### config.mk
export PLATFORM = sky130hd
export DESIGN_NAME = ifmap_pop_sequencer
export DESIGN_NICKNAME = d
export VERILOG_FILES = /design/src/rtl/ifmap_pop_sequencer_pkg.sv /design/src/rtl/ifmap_pop_sequencer_pop_lane.sv /design/src/rtl/ifmap_pop_sequencer.sv
export SDC_FILE = /design/constraint.sdc
export NUM_CORES = 2
export LEC_CHECK = 0
export BUFFER_PORTS_ARGS = -buffer_cell sky130_fd_sc_hd__buf_4
export CAP_MARGIN = 20
export CORE_AREA = 2 2 449 451
export CTS_BUF_LIST = sky130_fd_sc_hd__clkbuf_4 sky130_fd_sc_hd__clkbuf_8
export DETAILED_ROUTE_END_ITERATION = 8
export DIE_AREA = 0 0 451 453
export PLACE_DENSITY = 0.63
export SKIP_LAST_GASP = 1
export SLEW_MARGIN = 20
export SYNTH_ARGS = -nofsm -noshare
export SYNTH_HDL_FRONTEND = slang
export SYNTH_SLANG_ARGS = --single-unit
### constraint.sdc
create_clock -name clk -period 126.8 [get_ports clk]
set_input_delay 38.04 -clock clk [delete_from_list [all_inputs] [get_ports clk]]
set_output_delay 38.04 -clock clk [all_outputs]
set_load 0.05 [all_outputs]
### src/rtl/ifmap_pop_sequencer_pkg.sv
// ---------------------------------------------------------------------------
// token_engine_pkg
//   Types and defaults shared by the token-engine pop sequencers.
//   lane_state_e     : per-lane pop FSM state
//   NUM_FIFO_DEF     : default number of FIFO lanes per bank
//   CNT_W_DEF        : default width of a lane's pop count
//   load_state()     : state a lane enters when a pop order is loaded
// ---------------------------------------------------------------------------
package token_engine_pkg;

   typedef enum logic [1:0] {
      LANE_IDLE = 2'd0,
      LANE_POP  = 2'd1,
      LANE_DONE = 2'd2
   } lane_state_e;

   localparam int NUM_FIFO_DEF = 32;
   localparam int CNT_W_DEF    = 32;

   // A zero-length order completes at once; anything else starts popping.
   function automatic lane_state_e load_state(input logic count_nonzero);
      lane_state_e result;
      if (count_nonzero) begin
         result = LANE_POP;
      end else begin
         result = LANE_DONE;
      end
      return result;
   endfunction

endpackage

### src/rtl/ifmap_pop_sequencer_pop_lane.sv
// ---------------------------------------------------------------------------
// pop_lane
//   One FIFO lane of the pop sequencer: loads a pop order, issues one pop per
//   cycle whenever the FIFO is non-empty and the array is not stalled, and
//   reports completion.
// Ports
//   clk, rst       : clock, asynchronous active-high reset
//   need_pop       : load strobe for this lane
//   pop_num        : pop count sampled with need_pop
//   fifo_empty     : FIFO empty flag for this lane
//   stall          : global stall, suppresses pops
//   clear          : synchronous clear back to IDLE (wins over a load)
//   fifo_pop       : pop strobe, combinational from registered state
//   done           : lane is in DONE
//   in_pop         : lane is in POP
//   load_hit_busy  : a load arrived while the lane was still popping
// ---------------------------------------------------------------------------
module pop_lane
   import token_engine_pkg::*;
#(
   parameter int CNT_W = CNT_W_DEF
) (
   input  logic             clk,
   input  logic             rst,
   input  logic             need_pop,
   input  logic [CNT_W-1:0] pop_num,
   input  logic             fifo_empty,
   input  logic             stall,
   input  logic             clear,
   output logic             fifo_pop,
   output logic             done,
   output logic             in_pop,
   output logic             load_hit_busy
);

   localparam logic [CNT_W-1:0] CNT_ZERO = {CNT_W{1'b0}};
   localparam logic [CNT_W-1:0] CNT_ONE  = {{(CNT_W-1){1'b0}}, 1'b1};

   lane_state_e      state;
   lane_state_e      state_next;
   logic [CNT_W-1:0] remaining;
   logic [CNT_W-1:0] remaining_next;

   assign in_pop        = (state == LANE_POP);
   assign done          = (state == LANE_DONE);
   assign fifo_pop      = in_pop & ~fifo_empty & ~stall;
   // A cleared cycle drops the load, so it is not counted as a collision.
   assign load_hit_busy = need_pop & in_pop & ~clear;

   // Lane state and remaining-count registers.
   always_ff @(posedge clk or posedge rst) begin
      if (rst) begin
         state     <= LANE_IDLE;
         remaining <= CNT_ZERO;
      end else begin
         state     <= state_next;
         remaining <= remaining_next;
      end
   end

   // Next-state logic: load, countdown and completion.
   always_comb begin
      state_next     = state;
      remaining_next = remaining;
      if (clear) begin
         state_next     = LANE_IDLE;
         remaining_next = CNT_ZERO;
      end else begin
         case (state)
            LANE_IDLE, LANE_DONE: begin
               if (need_pop) begin
                  state_next     = load_state(pop_num != CNT_ZERO);
                  remaining_next = pop_num;
               end else begin
                  state_next     = state;
                  remaining_next = remaining;
               end
            end
            LANE_POP: begin
               // Loads during POP are ignored; the count only moves on a pop.
               if (fifo_pop && (remaining != CNT_ZERO)) begin
                  remaining_next = remaining - CNT_ONE;
                  if (remaining == CNT_ONE) begin
                     state_next = LANE_DONE;
                  end else begin
                     state_next = LANE_POP;
                  end
               end else begin
                  state_next     = LANE_POP;
                  remaining_next = remaining;
               end
            end
            default: begin
               state_next     = LANE_IDLE;
               remaining_next = CNT_ZERO;
            end
         endcase
      end
   end

endmodule

### src/rtl/ifmap_pop_sequencer.sv
// ---------------------------------------------------------------------------
// ifmap_pop_sequencer
//   Executes per-FIFO pop orders for one FIFO bank (ifmap or ipsum) on behalf
//   of the token-engine phase controllers.
// Ports
//   clk, rst        : clock, asynchronous active-high reset
//   need_pop_i      : per-lane load strobe
//   pop_num_i       : per-lane pop count, sampled with need_pop_i
//   fifo_empty_i    : per-lane FIFO empty flag
//   stall_i         : global stall, suppresses all pops
//   clear_i         : synchronous clear of all lanes and done bits
//   fifo_pop_o      : per-lane pop strobe
//   done_matrix_o   : per-lane completion level
//   busy_o          : at least one lane is popping
//   err_o           : sticky, a load hit a lane that was still popping
// ---------------------------------------------------------------------------
module ifmap_pop_sequencer
   import token_engine_pkg::*;
#(
   parameter int NUM_FIFO = NUM_FIFO_DEF,
   parameter int CNT_W    = CNT_W_DEF
) (
   input  logic                           clk,
   input  logic                           rst,
   input  logic [NUM_FIFO-1:0]            need_pop_i,
   input  logic [NUM_FIFO-1:0][CNT_W-1:0] pop_num_i,
   input  logic [NUM_FIFO-1:0]            fifo_empty_i,
   input  logic                           stall_i,
   input  logic                           clear_i,
   output logic [NUM_FIFO-1:0]            fifo_pop_o,
   output logic [NUM_FIFO-1:0]            done_matrix_o,
   output logic                           busy_o,
   output logic                           err_o
);

   logic [NUM_FIFO-1:0] lane_in_pop;
   logic [NUM_FIFO-1:0] lane_hit_busy;
   logic                err;

   for (genvar k = 0; k < NUM_FIFO; k++) begin : g_lane
      pop_lane #(
         .CNT_W (CNT_W)
      ) u_lane (
         .clk           (clk),
         .rst           (rst),
         .need_pop      (need_pop_i[k]),
         .pop_num       (pop_num_i[k]),
         .fifo_empty    (fifo_empty_i[k]),
         .stall         (stall_i),
         .clear         (clear_i),
         .fifo_pop      (fifo_pop_o[k]),
         .done          (done_matrix_o[k]),
         .in_pop        (lane_in_pop[k]),
         .load_hit_busy (lane_hit_busy[k])
      );
   end

   assign busy_o = |lane_in_pop;
   assign err_o  = err;

   // Sticky collision flag; only reset clears it, clear_i does not.
   always_ff @(posedge clk or posedge rst) begin
      if (rst) begin
         err <= 1'b0;
      end else if (|lane_hit_busy) begin
         err <= 1'b1;
      end else begin
         err <= err;
      end
   end

endmodule

==> Word-level counts from Yosys, hierarchy flattened <==
Cells that the tools add are included.
{ "word_totals": {"ff_bits": 1089, "latchBits": 0, "mem_bits_rw": 0, "mem_bits_ro": 0, "out_inout_bits": 66, "word_cells": 933, "memories": 0} }
{ "op_classes": {"add_sub_neg": 32, "multipliers": 0, "div_mod_pow": 0, "order_cmp": 0, "eq_ne": 160, "n_shift": 0, "mux": 320, "bitwise": 162, "n_reduce_logical": 194} }
{ "op_table": {"columns": ["operator", "n"], "rows": [
  ["32-bit 2-to-1 mux", 96],
  ["32-bit one-hot mux with 2 select lines", 32],
  ["32-bit nonzero test", 64],
  ["32-bit by 1-bit == test with 1-bit output, second input constant", 32],
  ["32-bit by 1-bit subtractor with 32-bit output, second input constant", 32],
  ["2-bit 2-to-1 mux", 160],
  ["3-bit inequality test, second input constant", 64],
  ["1-bit AND", 128],
  ["2-bit one-hot mux with 2 select lines", 32],
  ["2-bit by 1-bit == test with 1-bit output, second input constant", 32],
  ["2-bit == test, second input constant", 32],
  ["2-bit zero test", 32],
  ["2-bit AND reduction", 32],
  ["2-bit OR reduction", 32],
  ["32-bit OR reduction", 2],
  ["1-bit inverter", 34],
  ["1-bit logical AND", 32]
]} }

==> Logic depth before layout (Yosys ltp) <==
{ "logic_depth": {"word_depth": 7, "depth_mapped": 12} }

==> By module <==
From an unflattened synthesis, not the netlist that was laid out.
{ "hier_totals": {"cells_unflattened": 9652, "area_unflattened_um2": 81339.3} }
{ "by_module_without_submodules": {"columns": ["module", "instances", "cells_each", "area_each_um2", "seq_area_each_um2"], "rows": [
  ["pop_lane at g_lane[0].u_lane ...", 31, 301, 2541.2, 850.8],
  ["pop_lane at g_lane[9].u_lane", 1, 296, 2386.0, 850.8],
  ["ifmap_pop_sequencer", 1, 25, 176.4, 25.0]
]} }

==> Worst setup path after synthesis <==
Ideal clock, no wire load.
{ "synth_path": {"kind": "input-to-output", "startpoint": "input port stall_i", "endpoint": "output port fifo_pop_o[20]", "t_arrival_ns": 39.688, "t_required_ns": 88.760, "slack_ns": 49.072, "path_stages": 8, "n_path_buf": 7, "path_cell_list": "buf_2 buf_2 buf_2 buf_2 buf_1 clkbuf_1 nor3_1 buf_4"} }
{ "synth_via": {"elab_chain_len": 2} }
{ "synth_lines": {"columns": ["element", "line_no", "rtl"], "rows": [
  ["start: declaration", "ifmap_pop_sequencer.sv:28", "input logic stall_i,"],
  ["1-bit inverter", "ifmap_pop_sequencer_pop_lane.sv:46", "assign fifo_pop = in_pop & ~fifo_empty & ~stall;"],
  ["1-bit AND", "ifmap_pop_sequencer_pop_lane.sv:46", null],
  ["end: declaration", "ifmap_pop_sequencer.sv:30", "output logic [NUM_FIFO-1:0] fifo_pop_o,"]
]} }
No other way between the ends.

==> Final worst setup path <==
{ "layout_path": {"startpoint": "input port stall_i", "endpoint": "output port fifo_pop_o[12]"} }
Same word-level chain as after synthesis.

==> impl_metrics.json <==
{
  "cellPowerDensity_nw_per_um2": 12.75,
  "cts_resized": 0,
  "timing.hold.worst.class": "reg -> reg",
  "antenna_found_initial": 160,
  "place_area_um2": 85160,
  "worst_setup_path_end_kind": "output pin",
  "dp_cells": 12500,
  "finalWeightedCongestion": 1.005,
  "n_fill_cell": 19830,
  "cts_hold_buf": 0,
  "clk_latency_ns": 0.98,
  "seq_area_um2": 27250,
  "cts-buffers-inserted": 208,
  "syn_area_um2": 74750,
  "dp_hpwl_um": 266100,
  "dieArea_um2": 204300,
  "swShare": 0.3743,
  "vias_per_cell": 6.526,
  "avgRoutedWirePerCell_um": 27.15,
  "period_share": 0.6166,
  "grt_start_max_net_pins": 160,
  "finClkSkew_ns": 0.06453,
  "fin_cells": 13020,
  "clockPowerShare": 0.342,
  "finalMaxSlewViolations": 0,
  "max_freq_ghz": 0.01279,
  "portBuffers": 1157,
  "slew_headroom": 0.2127,
  "drive_above_1_share": 0.1791,
  "fp.dieH_um": 453,
  "finalCriticalPeriod_ns": 78.19,
  "crit_path_start_kind": "input port",
  "die_w_um": 451,
  "placementRows": 164,
  "first_pass_iters": 6,
  "yosys.area.top_type_share": 0.3645,
  "crit_fanout": 31,
  "internal_power_mw": 0.7194,
  "finalInstanceArea_um2": 90190,
  "grt_pass1_vias": 80110,
  "grtUsageMet3": 0.08171,
  "critPathKind": "in -> out",
  "start_util": 0.3752,
  "worst_slack_ns": 48.61,
  "pwr-share-seq": 0.364,
  "wirelength_um": 353400,
  "setup-tns-final_ns": 0,
  "grt_util_met2": 0.4974,
  "cts.clk_slew.worst_paths_ns": 0.06,
  "syn_inst": 9189,
  "synth_top_cells_by_area": "dfrtp_1 36%, o21ai_0 5.0%, nor3_1 4.8%, nor4_1 4.7%, nor2_1 4.5%",
  "nets": 11210,
  "status": "complete, no violations",
  "utilization": 0.4527,
  "ir_drop_v": 0.000009487,
  "leakagePower_nw": 37.83,
  "syn_area_per_cell_um2": 8.135,
  "overflow": 0,
  "p_sw_mw": 0.4303,
  "maxCapViolCount": 0,
  "synth-edff-count": 0,
  "layout_common_cells": "1270 x buf_4, 1089 x dfrtp_1, 895 x nor2_1",
  "finalHoldViolCount": 0,
  "grt-busiest-layer": "met2",
  "setup_violations": 0,
  "ios": 1158,
  "drc": 0,
  "cts_buffer_depth": 3,
  "cts_tree": "yes",
  "place_ws_ns": 48.63,
  "synth_cell_type_count": 100,
  "vias": 84950,
  "yosys.area.top_type": "dfrtp_1",
  "synth-seq-cells": 1089,
  "ys_seq_area_frac": 0.3645,
  "use_met1": 0.4148,
  "core_um2": 199200,
  "tightest_slew_ns": 1.181,
  "power_mw": 1.150,
  "drtIter0Drc": 9748,
  "grt_usage": 0.3304,
  "post_cts_buffers": 0,
  "fin_hold_ws_ns": 0.4891,
  "cts_root_buffer": "clkbuf_8",
  "cp_data_arrival_time_ns": 40.15,
  "cts_sinks": 1089,
  "grt_setup_unrepaired": "no",
  "layout_commonest_cell": "buf_4",
  "ant_nets": 0,
  "yosysWarnings": 0,
  "areaGrowthSynthToFinish_pct": 20.65,
  "syn_nets": 10350,
  "htreeDepth": 4,
  "ys_async_sr_fraction": 1.000,
  "pwr-share-comb": 0.294,
  "grt_first_pass_wirelength_um": 522400,
  "multi_input_area_um2": 44090,
  "cp.required_ns": 88.76,
  "ys.flop_type": "dfrtp_1"
}
==> cells in the mapped netlist, drive strengths merged (57+ instances only) <==
cell type     n
buf         150
a31oi        58
and2         57
nand2b       83
a22o        132
o22ai       119
nand2       606
a221oi       85
or2          64
clkbuf      467
mux2i        58
dfrtp      1089
o21ai       754
o31ai        64
ha           64
a22oi       181
inv         249
nor2b        93
xor2        117
nor3        719
nand3       190
or3         207
xnor2        82
nor2        905
nor4        583
o2bb2ai     133
a21oi       500
o32ai        62
a32oi       107
and3         61
nand4       164
a211oi       96
o211ai       76
a221o        85
o311ai       67
or4         142
==> sequential cells by signal, indices dropped and copies added (netlist names) <==
signal	cells
err_o	1
g_lane.u_lane.remaining	1024
g_lane.u_lane.state	64
==> area by class of cell <==
cell class | instances | share of cell area
Clock inverter | 41 | 0.004148
Tap cell | 2656 | 0.03685
Sequential cell | 1089 | 0.3022
Multi-Input combinational cell | 7228 | 0.4888
Timing Repair Buffer | 1274 | 0.1065
Antenna cell | 132 | 0.003662
Inverter | 255 | 0.01075
Clock buffer | 341 | 0.04711
==> power by group through the flow <==
stage / Sequential, mW / Combinational (mW) / Clock [mW]
CTS: 0.417 / 0.331 / 0.399
floorplan: 0.410 / 0.219 / 0
global route: 0.423 / 0.367 / 0.415
global placement: 0.421 / 0.326 / 0
detailed placement: 0.422 / 0.329 / 0
finish: 0.419 / 0.338 / 0.393
==> cells by family after synthesis <==
logic type / synth area share
XOR/XNOR: 0.02332
buffers and inverters: 0.04881
AO/OA/AOI/OAI: 0.2570
multiplexers: 0.007917
adder cells (fa/ha/maj): 0.01071
flip-flops: 0.3645
AND/OR/NAND/NOR: 0.2877
==> critical path, stage by stage <==
cell and delay [ns]:
buf_4 0.59, buf_4 0.53, nor2_1 0.14, nand2_1 0.36
inv_1 0.14, buf_4 0.24
==> routing by layer <==
metal,share of wire,vias up
met2,0.44,4731
met1,0.39,41700
met3,0.093,1004
met4,0.074,76
li1,-,37430
met5,0.0015,-
==> final timing paths <==
check / from / to / slack [ns] / cells after the start
worst max-delay path: stall_i / fifo_pop_o[12] / 48.61 / 6
worst min-delay path: g_lane[6].u_lane.remaining[7] / g_lane[6].u_lane.remaining[7] / 0.49 / 1
worst max register to register: g_lane[5].u_lane.remaining[8] / g_lane[5].u_lane.remaining[26] / 122.80 / 6
worst min register to register: g_lane[6].u_lane.remaining[7] / g_lane[6].u_lane.remaining[7] / 0.49 / 1
max in group asynchronous: rst / g_lane[26].u_lane.remaining[7] / 84.85 / 7
min in group asynchronous: rst / g_lane[5].u_lane.remaining[20] / 37.23 / 2
(Power assumes the default switching activity.)
